<file path="src/rtl/dot_update_queue.sv">
// dot_update_queue: buffers dot-position writes from the processor and
// replays them to the VGA controller only during vertical blanking, one
// isolated dotWren pulse per entry, so dot registers never change mid-frame.
//
//   state  | meaning
//   -------+---------------------------------------------------------------
//   IDLE   | waiting for a screen_end rising edge with entries queued
//   STROBE | dotWren high, head entry presented, popped at end of cycle
//   GAP    | dotWren low; decide whether another entry may be replayed
module dot_update_queue #(
    parameter int DEPTH         = 16,
    parameter int NUM_DOTS      = 20,
    parameter int MAX_PER_FRAME = 64,
    parameter int X_MAX         = 639,
    parameter int Y_MAX         = 479
) (
    input  logic                     clk,
    input  logic                     reset,
    input  logic                     wr_valid,
    input  logic                     wr_is_y,
    input  logic [31:0]              wr_id,
    input  logic [31:0]              wr_loc,
    output logic                     wr_ready,
    input  logic                     screen_end,
    input  logic                     active,
    output logic                     dotWren,
    output logic                     is_Yloc,
    output logic [31:0]              dotID,
    output logic [31:0]              dotLoc,
    output logic [$clog2(DEPTH):0]   level,
    output logic                     overflow,
    output logic [7:0]               drop_count
);

    localparam int AW = $clog2(DEPTH);
    localparam int LW = AW + 1;
    localparam int BW = $clog2(MAX_PER_FRAME + 1);

    typedef enum logic [1:0] {
        IDLE   = 2'd0,
        STROBE = 2'd1,
        GAP    = 2'd2
    } state_t;

    // entry layout: {is_y, id[4:0], loc[9:0]}
    logic [15:0]   mem_q [DEPTH];

    state_t        state_q, state_d;
    logic [AW-1:0] wr_ptr_q, wr_ptr_d;
    logic [AW-1:0] rd_ptr_q, rd_ptr_d;
    logic [LW-1:0] level_q, level_d;
    logic [BW-1:0] budget_q, budget_d;
    logic          wr_ready_q, wr_ready_d;
    logic          overflow_q, overflow_d;
    logic [7:0]    drop_q, drop_d;
    logic          se_q, se_d;
    logic          dotwren_q, dotwren_d;
    logic          is_y_q, is_y_d;
    logic [4:0]    dot_id_q, dot_id_d;
    logic [9:0]    dot_loc_q, dot_loc_d;

    logic          id_ok, full, push, pop, start;
    logic [9:0]    loc_clamped;
    logic [15:0]   wr_entry, head;

    // Write-side decode: ID range, clamping, acceptance and error tracking.
    always_comb begin
        id_ok      = (wr_id < 32'(NUM_DOTS));
        full       = (level_q == LW'(DEPTH));
        push       = wr_valid & id_ok & ~full;
        pop        = (state_q == STROBE);
        if (wr_is_y) begin
            loc_clamped = (wr_loc > 32'(Y_MAX)) ? 10'(Y_MAX) : {1'b0, wr_loc[8:0]};
        end else begin
            loc_clamped = (wr_loc > 32'(X_MAX)) ? 10'(X_MAX) : wr_loc[9:0];
        end
        wr_entry   = {wr_is_y, wr_id[4:0], loc_clamped};
        head       = mem_q[rd_ptr_q];
        wr_ptr_d   = push ? wr_ptr_q + AW'(1) : wr_ptr_q;
        rd_ptr_d   = pop  ? rd_ptr_q + AW'(1) : rd_ptr_q;
        level_d    = level_q + LW'(push) - LW'(pop);
        wr_ready_d = (level_d != LW'(DEPTH));
        overflow_d = overflow_q | (wr_valid & full);
        drop_d     = drop_q;
        if (wr_valid && !id_ok && drop_q != 8'hFF) begin
            drop_d = drop_q + 8'd1;
        end
        se_d       = screen_end;
        start      = screen_end & ~se_q;
    end

    // Replay sequencer: one strobe, one gap, repeat while blanking and budget allow.
    always_comb begin
        state_d   = state_q;
        budget_d  = budget_q;
        dotwren_d = 1'b0;
        is_y_d    = is_y_q;
        dot_id_d  = dot_id_q;
        dot_loc_d = dot_loc_q;
        case (state_q)
            IDLE: begin
                if (start && level_q != '0) begin
                    budget_d  = BW'(MAX_PER_FRAME);
                    state_d   = STROBE;
                    dotwren_d = 1'b1;
                    is_y_d    = head[15];
                    dot_id_d  = head[14:10];
                    dot_loc_d = head[9:0];
                end
            end
            STROBE: begin
                budget_d = budget_q - BW'(1);
                state_d  = GAP;
            end
            GAP: begin
                if (level_q != '0 && budget_q != '0 && !active) begin
                    state_d   = STROBE;
                    dotwren_d = 1'b1;
                    is_y_d    = head[15];
                    dot_id_d  = head[14:10];
                    dot_loc_d = head[9:0];
                end else begin
                    state_d = IDLE;
                end
            end
            default: state_d = IDLE;
        endcase
    end

    // FIFO storage; contents need no reset since level gates every read.
    always_ff @(posedge clk) begin
        if (push) begin
            mem_q[wr_ptr_q] <= wr_entry;
        end
    end

    // Control and output registers.
    always_ff @(posedge clk or negedge reset) begin
        if (!reset) begin
            state_q    <= IDLE;
            wr_ptr_q   <= '0;
            rd_ptr_q   <= '0;
            level_q    <= '0;
            budget_q   <= '0;
            wr_ready_q <= 1'b1;
            overflow_q <= 1'b0;
            drop_q     <= 8'd0;
            se_q       <= 1'b0;
            dotwren_q  <= 1'b0;
            is_y_q     <= 1'b0;
            dot_id_q   <= 5'd0;
            dot_loc_q  <= 10'd0;
        end else begin
            state_q    <= state_d;
            wr_ptr_q   <= wr_ptr_d;
            rd_ptr_q   <= rd_ptr_d;
            level_q    <= level_d;
            budget_q   <= budget_d;
            wr_ready_q <= wr_ready_d;
            overflow_q <= overflow_d;
            drop_q     <= drop_d;
            se_q       <= se_d;
            dotwren_q  <= dotwren_d;
            is_y_q     <= is_y_d;
            dot_id_q   <= dot_id_d;
            dot_loc_q  <= dot_loc_d;
        end
    end

    assign wr_ready   = wr_ready_q;
    assign level      = level_q;
    assign overflow   = overflow_q;
    assign drop_count = drop_q;
    assign dotWren    = dotwren_q;
    assign is_Yloc    = is_y_q;
    assign dotID      = {27'd0, dot_id_q};
    assign dotLoc     = {22'd0, dot_loc_q};

endmodule

</file>
<file path="config.mk">
export PLATFORM = sky130hd
export DESIGN_NAME = dot_update_queue
export DESIGN_NICKNAME = d
export VERILOG_FILES = /design/src/rtl/dot_update_queue.sv
export SDC_FILE = /design/constraint.sdc
export NUM_CORES = 1
export LEC_CHECK = 0
export CAP_MARGIN = 20
export CORE_MARGIN = 5
export CORE_UTILIZATION = 55
export CTS_BUF_LIST = sky130_fd_sc_hd__clkbuf_4
export DETAILED_ROUTE_END_ITERATION = 12
export PLACE_DENSITY = 0.79
export REMOVE_ABC_BUFFERS = 1
export SKIP_CTS_REPAIR_TIMING = 1
export SYNTH_ARGS = -nofsm -noshare
export SYNTH_HDL_FRONTEND = slang
export SYNTH_SLANG_ARGS = --single-unit
</file>
<file path="constraint.sdc">
create_clock -name clk -period 4 [get_ports clk]
set_input_delay 0.4 -clock clk [delete_from_list [all_inputs] [get_ports clk]]
set_output_delay 0.4 -clock clk [all_outputs]
set_load 0.01 [all_outputs]
</file>
==> metrics.md <==
| Metric | Value |
|---|---|
| Initial Utilization | 55.8% |
| Global-route wire length before repair | 41,500 microns |
| Relative slew slack | 38.8% |
| Worst-path maximum fanout | 3 |
| Critical Path RT | 4580 ps |
| Final hold vios | 0 |
| Clock transition at the registers of the reported paths | 70 ps |
| Die X | 161 microns |
| Tot Pwr | 8.43 mW |
| DRC Markers | 0 |
| Vias/cell | 5.75 |
| Later-pin clock latency in the skew report | 670 ps |
| Synth top area share | 61.0% |
| Clock Sinks | 306 |
| Core ar. | 22,600 sq um |
| Tmin final | 2800 ps |
| Gr usage total | 20.8% |
| Fin cells | 1,208 |
| Post-synth top flop | edfxtp_1 |
| Die Height | 161 microns |
| Critical Path AT | 3380 ps |
| Worst Tran Pin Value | 915 ps |
| Final ANT Viol Nets | 0 |
| CTS tree | built |
| Largest net degree at the start of global routing | 37 |
| Port bufs | 101 |
| Post-Syn Area | 12,600 sq um |
| Max VDD drop | 278 uV |
| Fillers | 1,478 |
| Ports | 151 |
| Max cap viols | 0 |
| RSZ-0062 raised after global routing | false |
| Final Cycle Share | 70.1% |
| Syn_area_per_cell | 18.5 sq um |
| Final wirelength | 26,700 microns |
| CTS H-tree depth | 3 |
| Overflow after GRT | 0 |
| Final Cell Area | 14,900 sq um |
| CP Capture Type | flip-flop |
| Status | complete, no violations |
| DRT iter0 DRCs | 535 |
| Syn-to-layout area delta | 18.1% |
| Post-synth ARST share | 16.3% |
| Core Util, Final | 65.9% |
| Area contributors post-synth | edfxtp_1 (61%), mux4_2 (11%), dfrtp_1 (9.7%) |
| Layout Skew | 38.2 ps |
| Number of global-route vias before repair | 7,453 |
| Synth cell types | 49 |
| Post-synthesis cell count | 681 |
| DR pass1 iterations | 5 |
| Routability Congestion | 0.795 |
| Area of the multi-input gates | 3290 sq um |
| Leakage power | 5.61 nW |
| Number of synthesized flops with an enable pin | 256 |
| Std cell rows | 55 |
| Pwr dens | 566 nW/um^2 |
| Total Die Area | 26,000 sq um |
| Synth warnings | 0 |
| Seq/Total Area, Yosys | 70.9% |
| Peak Freq | 357 MHz |
| FF+latch count, synth | 306 |
| Avg WL per Cell | 22.1 microns |
| Cell accounting for the most synthesized area | edfxtp_1 |
| Slew Limit Fails | 0 |
| Placed instance count | 1,070 |
| Hold WS | 212 ps |
| Worst Setup Start Kind | flip-flop |
| Worst setup margin | 1200 ps |
| FF/Latch Area | 8950 sq um |
| Post-Place Setup Slack | 559 ps |
| Max Root-Sink Buffers | 3 |
| Setup CP Type | flip-flop to flip-flop |
| Clk root buf | clkbuf_4 |
| Placed Area | 13,900 sq um |
| Endpoints failing setup | 0 |
| Nets@finish | 948 |
| Hold Path Class | input pin to flip-flop |
| Via Count | 6,942 |
| HPWL Detailed | 16,500 microns |
| Inserted Clock Buffers | 73 |
| Layout cells sized above 1 | 25.4% |
| Setup Total Neg Slack | 0 ps |
| Initial antenna violation count | 1 |
## cells by family after synthesis
| kind of cell | after synthesis | synth area share, % |
|---|---|---|
| AOI/OAI and AO/OA | 36 | 2.18 |
| DFF | 306 | 70.9 |
| muxes | 99 | 14.2 |
| and+or+nand+nor | 116 | 5.26 |
| other | 1 | 0.0298 |
| xor gates and xnor gates | 19 | 1.38 |
| buffers and inverters | 89 | 4.41 |
| adders and majority gates | 15 | 1.55 |
## cell usage in the layout, fill, tap and decap left out, drive strengths merged, types with 2 or more instances in the layout
master	instances
o221ai	16
nand3	12
clkdlybuf4s50	100
mux4	64
mux2i	32
clkbuf	111
nor3b	2
xnor2	8
nor2b	2
nor4	14
inv	18
dfrtp	49
nand2	27
o21ai	10
and3	15
conb	49
and2	2
or2	7
a21o	2
clkinv	18
mux2	3
edfxtp	256
nor2	11
buf	30
ha	14
nor4b	5
clkinvlp	3
nor3	9
nand4	7
xor2	11
a21oi	4
## per-layer routing
layer	vias to the layer above	track usage [%]	share of wire [%]
met3	52	4.24	7.8
met1	3511	26.1	38
met2	340	35.6	52
li1	3039	-	-
met4	0	8.69	2.7
met5	-	0	0
## path summary, 6_finish.rpt
path                       slack, ps       start     endpoint  depth (start not counted)
max                             1200    level[2]     wr_ready                         14
min                              210  screen_end         se_q                          1
min reg2reg                      460    overflow     overflow                          1
max reg2reg                     1200    level[2]     wr_ready                         14
min in group asynchronous        320       reset  budget_q[5]                          2
max in group asynchronous       2810       reset  rd_ptr_q[2]                          3
## layout make-up
| class | instances | share of cell area, % |
|---|---|---|
| clock inverter | 23 | 0.891 |
| tap | 285 | 2.40 |
| clock buffer | 111 | 5.60 |
| multi-input combinational | 334 | 22.1 |
| timing repair buffer | 131 | 8.47 |
| sequential | 306 | 60.1 |
| antenna | 1 | 0.0168 |
| inverter | 17 | 0.429 |
## synth_stat cells, types with 2 or more instances
| master | number |
|---|---|
| nand2_1 | 26 |
| buf_2 | 9 |
| nor3_1 | 7 |
| clkbuf_1 | 2 |
| mux4_2 | 64 |
| and2_1 | 2 |
| a21oi_1 | 4 |
| or2_1 | 6 |
| inv_1 | 16 |
| nor4b_1 | 3 |
| nor4_1 | 13 |
| a21o_1 | 2 |
| nor2_1 | 11 |
| nand4_1 | 7 |
| and3_1 | 15 |
| o221ai_1 | 16 |
| edfxtp_1 | 256 |
| nor4b_2 | 2 |
| nand3_1 | 12 |
| dfrtp_1 | 49 |
| mux2i_1 | 32 |
| mux2_2 | 3 |
| o21ai_0 | 7 |
| nor3b_1 | 2 |
| xnor2_1 | 7 |
| nor2b_1 | 2 |
| xor2_1 | 11 |
| buf_4 | 56 |
| o21ai_2 | 2 |
| ha_1 | 14 |
| buf_1 | 5 |
## power breakdown
part,internal [mW],switching [mW]
logic,1.05,0.893
registers,3.63,0.324
clock network,1.35,1.19
## sequential cells by signal, indices dropped and copies added (netlist names)
register,count
dotWren,1
level,5
wr_ready,1
wr_ptr_q,4
is_Yloc,1
dot_loc_q,10
mem_q,256
overflow,1
dot_id_q,5
rd_ptr_q,4
drop_count,8
state_q,2
budget_q,7
se_q,1
## critical path: stages, from the launching register on
cell,delay (ps)
dfrtp_1,400
inv_1,90
ha_1,220
nor4bb_1,170
nor4b_2,310
inv_1,70
ha_1,270
inv_1,40
ha_1,200
fa_1,410
a21oi_1,150
nor2_1,50
nor2_1,100
xnor2_1,150
nand3b_1,90
Power figures use the tool's default switching activity.
